## config.mk

```make
export PLATFORM = sky130hd
export DESIGN_NAME = up_dn_counter_ctrl
export DESIGN_NICKNAME = d
export VERILOG_FILES = /design/src/rtl/up_dn_counter_ctrl.sv
export SDC_FILE = /design/constraint.sdc
export NUM_CORES = 1
export LEC_CHECK = 0
export BUFFER_PORTS_ARGS = -buffer_cell sky130_fd_sc_hd__buf_2
export CAP_MARGIN = 20
export CORE_MARGIN = 4
export CORE_UTILIZATION = 52
export DETAILED_ROUTE_END_ITERATION = 7
export PLACE_DENSITY = 0.84
export RECOVER_POWER = 25
export SLEW_MARGIN = 20
export SYNTH_ARGS = -nofsm -noshare
export SYNTH_HDL_FRONTEND = slang
export SYNTH_SLANG_ARGS = --single-unit
export TNS_END_PERCENT = 50
```

## constraint.sdc

```tcl
create_clock -name CLK -period 2.6 [get_ports CLK]
set_input_delay 0.26 -clock CLK [delete_from_list [all_inputs] [get_ports CLK]]
set_output_delay 0.26 -clock CLK [all_outputs]
set_load 0.005 [all_outputs]
```

## src/rtl/up_dn_counter_ctrl.sv

```systemverilog
// Command-side controller for the 5-bit up/down counter.
// Reaches a requested value by parallel load or single stepping.
module up_dn_counter_ctrl #(
  parameter int WIDTH   = 5,
  parameter int TIMEOUT = 40
) (
  input  logic             CLK,
  input  logic             RST,
  input  logic             Req_Valid,
  output logic             Req_Ready,
  input  logic             Req_Mode,
  input  logic [WIDTH-1:0] Req_Target,
  output logic             Done_Valid,
  output logic             Done_Err,
  output logic [WIDTH-1:0] IN,
  output logic             Load,
  output logic             Up,
  output logic             Down,
  input  logic [WIDTH-1:0] Counter,
  input  logic             High,
  input  logic             Low
);

  localparam int CW = $clog2(TIMEOUT);

  typedef enum logic [2:0] {
    IDLE,
    LOAD,
    VERIFY,
    STEP,
    DONE
  } state_t;

  state_t           state, state_n;
  logic [WIDTH-1:0] target_q, target_n;
  logic [CW-1:0]    cnt_q, cnt_n;
  logic             err_q, err_n;

  // Saturation flags only matter as lack of progress; the timeout covers that.
  logic unused_flags;
  assign unused_flags = High ^ Low;

  always_ff @(posedge CLK) begin
    if (!RST) begin
      state    <= IDLE;
      target_q <= '0;
      cnt_q    <= '0;
      err_q    <= 1'b0;
    end else begin
      state    <= state_n;
      target_q <= target_n;
      cnt_q    <= cnt_n;
      err_q    <= err_n;
    end
  end

  always_comb begin
    state_n    = state;
    target_n   = target_q;
    cnt_n      = cnt_q;
    err_n      = err_q;
    Req_Ready  = 1'b0;
    Done_Valid = 1'b0;
    Done_Err   = 1'b0;
    Load       = 1'b0;
    Up         = 1'b0;
    Down       = 1'b0;
    IN         = target_q;
    unique case (state)
      IDLE: begin
        Req_Ready = 1'b1;
        if (Req_Valid) begin
          target_n = Req_Target;
          cnt_n    = '0;
          state_n  = Req_Mode ? LOAD : STEP;
        end
      end
      LOAD: begin
        Load    = 1'b1;
        state_n = VERIFY;
      end
      VERIFY: begin
        err_n   = (Counter != target_q);
        state_n = DONE;
      end
      STEP: begin
        Up   = (Counter < target_q);
        Down = (Counter > target_q);
        if (Counter == target_q) begin
          err_n   = 1'b0;
          state_n = DONE;
        end else if (cnt_q == CW'(TIMEOUT - 1)) begin
          err_n   = 1'b1;
          state_n = DONE;
        end else begin
          cnt_n = cnt_q + 1'b1;
        end
      end
      DONE: begin
        Done_Valid = 1'b1;
        Done_Err   = err_q;
        state_n    = IDLE;
      end
      default: state_n = IDLE;
    endcase
  end

endmodule
```

==> flow_summary_export.csv <==
group,metric,value,unit
synthesis,netlist_area,856,µm²
detailed_routing,m1WireLength,890,µm
detailed_routing,firstDrtPassIters,4,
clock_network,clockBufferDepth,2,
clock_network,cts_tree,"built",
grt,grt_max_degree,11,
timing,slew_headroom,46.3,%
detailed_routing,vias,834,
timing,fin_crit,2.04,ns
grt,grt-ovfl-total,0,
floorplan,fp.dieArea,0.00236,mm²
synthesis,synth_flop_cell,"dfxtp_1",
detailed_routing,drt.antenna.violating_nets,0,
floorplan,core_area,0.00152,mm²
grt,grt_antenna_before_repair,0,
clock_network,clk_latency,0.29,ns
pwr,power.density,481,mW/mm²
hold_path,hp-class,"primary input to flip-flop",
placement,place_congestion,0.742,
clock_network,clk_pin_slew_worst_paths,0.09,ns
floorplan,fp.dieH,48.6,µm
clock_network,cts_made_buffers,3,
detailed_routing,drc,0,
clock_network,clockRootBuffer,"clkbuf_4",
clock_network,cts_sinks,15,
grt,track_usage,16.9,%
detailed_routing,highest_layer,"met4",
detailed_routing,wl_per_cell,13.2,µm
pwr,vdd_ir_drop_max,0.412,mV
grt,grt_pass1_vias,748,
timing,rsz0062_at_grt,"false",
timing,timing_hold_violations_final,0,
floorplan,die_width,48.6,µm
synthesis,synth.distinct_cells,33,
synthesis,syn_avg_cell_area,8.31,µm²
run,drv_cap,0,
placement,portBuffers,24,
detailed_routing,wl_met2,858,µm
critical_path,start_kind,"flip-flop",
timing,fmax,490,MHz
synthesis,yosys_warnings,0,
synthesis,syn_nets,125,
clock_network,holdBufCountCts,0,
critical_path,critPathMaxFanout,4,
synthesis,synth-edff-count,0,
detailed_routing,wirelength,1.91,mm
layout,final_util,65.3,%
clock_network,cts_max_level,1,
synthesis,synthCells,103,
placement,hpwlAfterDp,1.45,mm
synthesis,synth-seq-cells,15,
placement,place_ws,0.777,ns
run_status,status,"complete, no violations",
timing,fin_setup_tns,0,ns
floorplan,pin_count,27,
floorplan,row_count,14,
timing,skew,0.00155,ns
grt,grt_pass1_wl,3.15,mm
clock_network,cts_setup_buffers,0,
timing,timing.final.crit_share,78.4,%
critical_path,cp.required,2.34,ns
clock_network,cts_resized,0,
detailed_routing,vias_per_cell,5.75,
critical_path,endpoint_kind,"output port",
detailed_routing,drtIter0Drc,33,
floorplan,initial_core_util,56.2,%
layout,nets,152,
synthesis,yosysSeqAreaShare,35.1,%
critical_path,worstPathArrival,1.78,ns
timing,setup_violations,0,
layout,syn_to_final_growth,16.2,%
timing,holdWs,0.192,ns
timing,drv_slew,0,
timing,worstMarginPinSlew,0.794,ns
detailed_routing,wl_met3,124,µm
critical_path,criticalPathCategory,"flip-flop to output port",
pwr,p_leak,0.418,nW
timing,layout_setup_ws,0.561,ns
synthesis,ys_async_sr_fraction,0,%
layout,antennaDiodeCount,0,
layout,drive_gt1_share,21.7,%
layout make-up:
class / instances / area [µm²]
repair buffers: 24 / 115
multi-input cells: 77 / 499
flip-flops and latches: 15 / 300
inverters: 9 / 33.8
fillers: 142 / 529
well taps: 16 / 20.0
clock buffers: 4 / 26.3
Yosys cell counts (3+ instances only):
library cell | number | area [µm²]
a21oi_1 | 15 | 75.1
nand2_1 | 14 | 52.6
nor2_1 | 3 | 11.3
dfxtp_1 | 15 | 300
nand3_1 | 3 | 15.0
inv_1 | 8 | 30.0
o211ai_1 | 3 | 22.5
nor3b_1 | 3 | 22.5
ha_1 | 6 | 75.1
o21ai_0 | 3 | 15.0
critical path, stage by stage, from the launching register on:
cell and delay [ns]:
dfxtp_1 0.36, inv_1 0.06, ha_1 0.32, and4_1 0.25, a21o_2 0.26, a21oi_1 0.11, buf_2 0.12
cells in the final DEF (no fill, tap or decap):
cell type / n
buf_2: 20
dfxtp_1: 15
a21oi_1: 15
nand2_1: 14
inv_1: 8
ha_1: 6
clkbuf_1: 5
nor2_1: 3
o211ai_1: 3
nor3b_1: 3
nand3_1: 3
o21ai_0: 3
clkbuf_4: 3
nor2b_1: 2
o21a_1: 2
and4_1: 2
and3_1: 2
a31oi_1: 2
a311oi_1: 2
and2_2: 1
nor3_1: 1
nand3b_1: 1
a21o_2: 1
and3b_1: 1
and2_1: 1
nor4b_1: 1
or4b_4: 1
clkinv_1: 1
nand4b_1: 1
o221ai_1: 1
nand4_1: 1
nand2_2: 1
o31a_1: 1
nand2b_1: 1
o221a_2: 1
kinds of logic after synthesis:
group / after synthesis / synth area share, %
and+or+nand+nor: 40 / 26.8
AOI/OAI and AO/OA: 31 / 22.8
DFF: 15 / 35.1
buffers and inverters: 11 / 6.58
adders and majority gates: 6 / 8.77
path summary, 6_finish.rpt:
check	startpoint	endpoint	slack [ns]	cells after the start
max	IN[4]	Down	0.56	6
min	Req_Target[1]	IN[1]	0.19	3
max reg2reg	IN[4]	cnt_q[4]	0.76	6
min reg2reg	IN[1]	IN[1]	0.48	2
per-stage QoR:
step	cell area [µm²]	total power, W	cells
2_1_floorplan	856	0.000318	103
3_3_place_gp	973	0.000343	141
3_5_place_dp	973	0.000347	141
4_1_cts	1000	0.000484	145
5_1_grt	995	0.000512	145
6_report	995	0.000478	145
report_power, final:
group / switching (W) / leakage [nW] / internal (W)
Sequential: 0.0000126 / 0.122 / 0.000241
Clock: 0.0000787 / 0.0150 / 0.0000599
Combinational: 0.0000456 / 0.281 / 0.0000405
routing by layer:
layer / track usage, % / vias to the layer above
met1: 21.8 / 369
met5: 0 / -
li1: - / 429
met4: 12.1 / 0
met2: 24.3 / 32
met3: 3.68 / 4
flip-flops by register name, indices dropped and copies added, names as in the netlist:
| signal | cells |
|---|---|
| cnt_q | 6 |
| state | 3 |
| IN | 5 |
| err_q | 1 |
No activity file was read; power rests on OpenSTA's default activity.
